## src/rtl/buyruk_bellek_yukleyici.sv

```systemverilog
// Loadable instruction memory for the islemci core.
// A byte-stream loader fills it; the core is held in reset until loading ends.
module buyruk_bellek_yukleyici #(
    parameter int          DERINLIK  = 128,
    parameter logic [31:0] BASLANGIC = 32'h0,
    parameter logic [31:0] NOP       = 32'h00000013
) (
    input  logic                              clk,
    input  logic                              rst,
    input  logic                              yukle_gecerli,
    input  logic [7:0]                        yukle_bayt,
    input  logic                              yukle_son,
    output logic                              yukle_hazir,
    input  logic                              yeniden_yukle,
    input  logic [31:0]                       ps,
    output logic [31:0]                       buyruk,
    output logic                              islemci_rst,
    output logic                              calis,
    output logic [$clog2(DERINLIK+1)-1:0]     yuklenen_sayi,
    output logic                              tasma,
    output logic                              aralik_hata,
    output logic                              hizalama_hata
);

    localparam int SW = $clog2(DERINLIK + 1);
    localparam int AW = $clog2(DERINLIK);
    localparam logic [SW-1:0] DOLU = SW'(DERINLIK);

    typedef enum logic {
        YUKLE,
        CALIS
    } durum_t;

    durum_t durum;
    durum_t durum_sonraki;

    logic [31:0]   mem [DERINLIK];
    logic [SW-1:0] wptr;
    logic [1:0]    bsay;
    logic [31:0]   topla;
    logic [31:0]   kelime;
    logic [31:0]   indeks;
    logic          kabul;
    logic          dolu;
    logic          yaz;
    logic          adres_gecersiz;

    assign kabul  = yukle_gecerli & (durum == YUKLE);
    assign dolu   = (wptr == DOLU);
    // Bytes above the current slot are already zero, so a short last word pads itself.
    assign kelime = topla | ({24'h0, yukle_bayt} << {bsay, 3'b000});
    assign yaz    = ~rst & kabul & ~dolu & ((bsay == 2'd3) | yukle_son);

    // Subtraction may wrap below the base; the explicit ps < BASLANGIC test catches it.
    assign indeks         = (ps - BASLANGIC) >> 2;
    assign adres_gecersiz = (ps < BASLANGIC) | (indeks >= 32'(wptr));

    assign yuklenen_sayi = wptr;
    assign islemci_rst   = rst | ~calis;

    // State register.
    always_ff @(posedge clk) begin
        if (rst) begin
            durum <= YUKLE;
        end else begin
            durum <= durum_sonraki;
        end
    end

    // Next state and state-only outputs.
    always_comb begin
        durum_sonraki = durum;
        yukle_hazir   = 1'b0;
        calis         = 1'b0;
        unique case (durum)
            YUKLE: begin
                yukle_hazir = 1'b1;
                if (yukle_gecerli && yukle_son) begin
                    durum_sonraki = CALIS;
                end
            end
            CALIS: begin
                calis = 1'b1;
                if (yeniden_yukle) begin
                    durum_sonraki = YUKLE;
                end
            end
            default: durum_sonraki = YUKLE;
        endcase
    end

    // Memory write port; contents survive reset and reload.
    always_ff @(posedge clk) begin
        if (yaz) begin
            mem[wptr[AW-1:0]] <= kelime;
        end
    end

    // Loader assembly, fetch register and sticky flags.
    always_ff @(posedge clk) begin
        if (rst) begin
            wptr          <= '0;
            bsay          <= '0;
            topla         <= '0;
            tasma         <= 1'b0;
            aralik_hata   <= 1'b0;
            hizalama_hata <= 1'b0;
            buyruk        <= NOP;
        end else begin
            unique case (durum)
                YUKLE: begin
                    buyruk <= NOP;
                    if (kabul) begin
                        if (dolu) begin
                            tasma <= 1'b1;
                        end else if ((bsay == 2'd3) || yukle_son) begin
                            wptr  <= wptr + SW'(1);
                            bsay  <= '0;
                            topla <= '0;
                        end else begin
                            topla <= kelime;
                            bsay  <= bsay + 2'd1;
                        end
                    end
                end
                CALIS: begin
                    if (yeniden_yukle) begin
                        wptr          <= '0;
                        bsay          <= '0;
                        topla         <= '0;
                        tasma         <= 1'b0;
                        aralik_hata   <= 1'b0;
                        hizalama_hata <= 1'b0;
                        buyruk        <= NOP;
                    end else if (ps[1:0] != 2'b00) begin
                        buyruk        <= NOP;
                        hizalama_hata <= 1'b1;
                    end else if (adres_gecersiz) begin
                        buyruk      <= NOP;
                        aralik_hata <= 1'b1;
                    end else begin
                        buyruk <= mem[indeks[AW-1:0]];
                    end
                end
                default: buyruk <= NOP;
            endcase
        end
    end

endmodule

```

## config.mk

```make
export PLATFORM = sky130hd
export DESIGN_NAME = buyruk_bellek_yukleyici
export DESIGN_NICKNAME = d
export VERILOG_FILES = /design/src/rtl/buyruk_bellek_yukleyici.sv
export SDC_FILE = /design/constraint.sdc
export NUM_CORES = 2
export LEC_CHECK = 0
export ABC_CLOCK_PERIOD_IN_PS = 4850
export CORE_MARGIN = 3
export CORE_UTILIZATION = 37
export CTS_BUF_LIST = sky130_fd_sc_hd__clkbuf_2 sky130_fd_sc_hd__clkbuf_4 sky130_fd_sc_hd__clkbuf_8
export CTS_CLUSTER_DIAMETER = 40
export CTS_CLUSTER_SIZE = 24
export DETAILED_ROUTE_END_ITERATION = 6
export GPL_ROUTABILITY_DRIVEN = 1
export PLACE_DENSITY = 0.59
export SLEW_MARGIN = 15
export SYNTH_ARGS = -nofsm -noshare
export SYNTH_HDL_FRONTEND = slang
export SYNTH_SLANG_ARGS = --single-unit
export TNS_END_PERCENT = 100
```

## constraint.sdc

```tcl
create_clock -name clk -period 4.85 [get_ports clk]
set_input_delay 0.97 -clock clk [delete_from_list [all_inputs] [get_ports clk]]
set_output_delay 0.97 -clock clk [all_outputs]
set_load 0.1 [all_outputs]
```

==> metrics.yaml <==
worst-path-max-fanout: 9
r2r_end: "buyruk[19]"
firstDrtPassIters: 6
worst_r2r_startpoint: "yuklenen_sayi[7]"
setup.worst_path.start: "yuklenen_sayi[6]"
worst_pin_slew_ns: 1.23
layout-drive-gt1-share_pct: 25.0
grt_antenna_before_repair: 50
gpl.final_weighted_congestion: 0.911
post_drt_wl_per_cell_um: 32.7
cts_root_buffer: "clkbuf_8"
clock_insertion_delay_worst_skew_ns: 1.19
synth.yosys.seq_area_share_pct: 78.3
tns_ns: 0
initial_core_utilization_pct: 37.2
setup_ws_post_layout_ns: 0.620
cts_num_sinks: 4174
top_level_ports: 91
critical_path.endpoint_type: "output port"
cp_slowest_cell: "clkdlybuf4s50_1"
fp.coreArea_um2: 428000
synth-main-ff-cell: "edfxtp_1"
netlist-cell-type-count: 55
critical_path.cell_chain: "clkdlybuf4s50_1"
post_cts.resized_instances: 0
status: "completed"
cts_hold_fix_bufs: 0
remaining_drc_errors: 0
die-width_um: 661
dp_hpwl_mm: 295
design.final.nets: 8358
worst_slew_margin_rel_pct: 17.1
max_cap_viol_count: 0
tritoncts_clock_tree: "built"
ir_drop_uv: 257
final_area_um2: 183000
post_synth.cell_area_avg_um2: 20.7
crit_buf_inv: 1
timing.fmax_ghz: 0.236
drt_wl_total_mm: 471
htree_num_levels: 5
power_density_nw_per_um2: 391
grt_max_degree: 129
numCtsBuffers: 464
num_rows: 240
final_worst_path_period_share_pct: 87.2
critical_path_cell_count: 1
layout-area-overhead-vs-synth_pct: 15.1
critPathArrivalTime_ns: 3.26
fillers: 36717
ff2ff_setup_slack_ns: 0.66
synthesis.instances: 7670
postCtsSetupBuffers: 0
setup-violations-final: 0
mappedNetlistArea_um2: 159000
mostFrequentLayoutCells: "edfxtp_1 (4096), mux2i_1 (848), a22oi_1 (617)"
cts.reportedPaths.clkPinSlew_ns: 0.08
synth_async_sr_flop_share_pct: 0
vias_per_cell: 5.70
number_of_global_route_vias_before_repair: 80213
rr_worst_depth: 8
final_antenna_net_count: 0
worstSetupPathType: "flop to output port"
critical-path-max-stage-delay_ns: 1.27
synth_fp_nets: 7726
clock_path_buffers: 4
final.min_clock_period_ns: 4.23
timing.clock.skew_ns: 0.0862
grt_overflow_total: 0
timing.critical_path.to: "yuklenen_sayi[6]"
die_h_um: 661
critical_path.startpoint_type: "flop"
placement.cell_area_um2: 172000
synth_seq_cells: 4174
synth-edff-count: 4096
io_port_bufs: 90
rsz0062_at_grt: "no"
hp-class: "flop to flop"
timing_hold_violations_final: 0
critical_path.top_delay_family: "buffers and inverters"
grt_pass1_wl_mm: 653
fp.dieArea_um2: 438000
static-leakage-power_nw: 59.3
drt_iter0_markers: 11986
number_of_synthesis_warnings: 0
final_common_cell: "edfxtp_1"
total_global_routing_track_utilization_pct: 21.2
worstPathRequired_ns: 3.88
placement.setup.worst_slack_ns: -0.0935
max_slew_vio_count: 0
via_count: 82113
power by group:
group | internal, mW | switching (mW)
combinational | 1.20 | 2.74
sequential | 39.8 | 0.0132
clock | 13.6 | 14.1
total | 54.6 | 16.9
routing by layer:
metal | up-vias | track usage, % | share of wire, %
met2 | 4328 | 32.5 | 46
met4 | 6 | 7.88 | 4.2
met5 | - | 0 | 0.0089
li1 | 33398 | - | -
met1 | 43661 | 29.6 | 40
met3 | 720 | 4.78 | 11
registers in the layout, summed over array words and instances (netlist names):
register / cells
mem: 4096
buyruk: 32
topla: 32
yuklenen_sayi: 8
bsay: 2
aralik_hata: 1
durum: 1
hizalama_hata: 1
tasma: 1
cells in the mapped netlist (6+ instances only):
cell,number,area (µm²)
a41oi_1,8,70.1
xnor2_1,6,52.6
mux4_1,23,604
a221oi_1,22,193
mux4_2,583,13100
a22oi_1,617,4630
edfxtp_1,4096,123000
nor2b_1,17,106
nand2b_1,7,43.8
a21o_1,38,285
o21ai_0,22,110
nand2_1,77,289
buf_1,34,128
and3_1,26,163
nor2_1,232,871
buf_4,21,158
buf_2,213,1070
o211ai_1,29,218
mux2i_1,848,8490
a2111oi_0,8,70.1
ha_1,11,138
clkbuf_1,158,593
buf_6,17,191
nand4_1,79,494
nand3_1,188,941
dfxtp_1,78,1560
mux2_2,12,135
a31oi_1,21,131
a2111oi_2,6,90.1
a22o_1,8,70.1
a21oi_1,75,375
inv_1,15,56.3
nor3_1,37,185
layout make-up:
class / instances / area [µm²] / share of cell area, %
flip-flops and latches: 4174 / 125000 / 68.1
inverters: 16 / 60.1 / 0.0328
repair buffers: 612 / 6420 / 3.51
well taps: 5687 / 7120 / 3.89
multi-input cells: 3034 / 33600 / 18.3
clock buffers: 508 / 6770 / 3.70
clock inverters: 362 / 4470 / 2.44
diodes: 11 / 27.5 / 0.0150
through the flow:
stage	util (%)	total power, mW	instances	hold slack (ns)
finish	42.8	71.5	14404	0.472
global route	42.8	73.5	14395	0.494
CTS	42.8	71.9	14391	0.385
detailed placement	40.1	44.6	13521	0.464
global placement	40.1	44.5	13516	0.439
floorplan	-	42.7	7670	0.439
worst min-delay path, stage by stage (launching register included):
cell	delay [ns]
dfxtp_1	0.32
inv_1	0.05
a21oi_1	0.05
how the worst min path moves through the flow:
| stage | startpoint | end | slack, ns | depth (start not counted) |
|---|---|---|---|---|
| after floorplan | topla[0] | topla[0] | 0.44 | 2 |
| after detailed placement | hizalama_hata | hizalama_hata | 0.46 | 2 |
| final | hizalama_hata | hizalama_hata | 0.47 | 2 |
| after global routing | hizalama_hata | hizalama_hata | 0.49 | 2 |
| after global placement | hizalama_hata | hizalama_hata | 0.44 | 2 |
| after CTS | yukle_gecerli | durum | 0.39 | 3 |
kinds of logic (layout without fill, tap and decap cells):
kind of cell | after synthesis | in the layout | synth area share, %
AOI/OAI and AO/OA | 863 | 863 | 3.99
xor gates and xnor gates | 7 | 7 | 0.0386
adders and majority gates | 11 | 11 | 0.0866
buffers and inverters | 462 | 1498 | 1.42
DFF | 4174 | 4174 | 78.3
muxes | 1466 | 1466 | 14.1
other | 0 | 11 | 0
and+or+nand+nor | 687 | 687 | 2.06
Note: power is estimated with default switching activity, not from simulation.
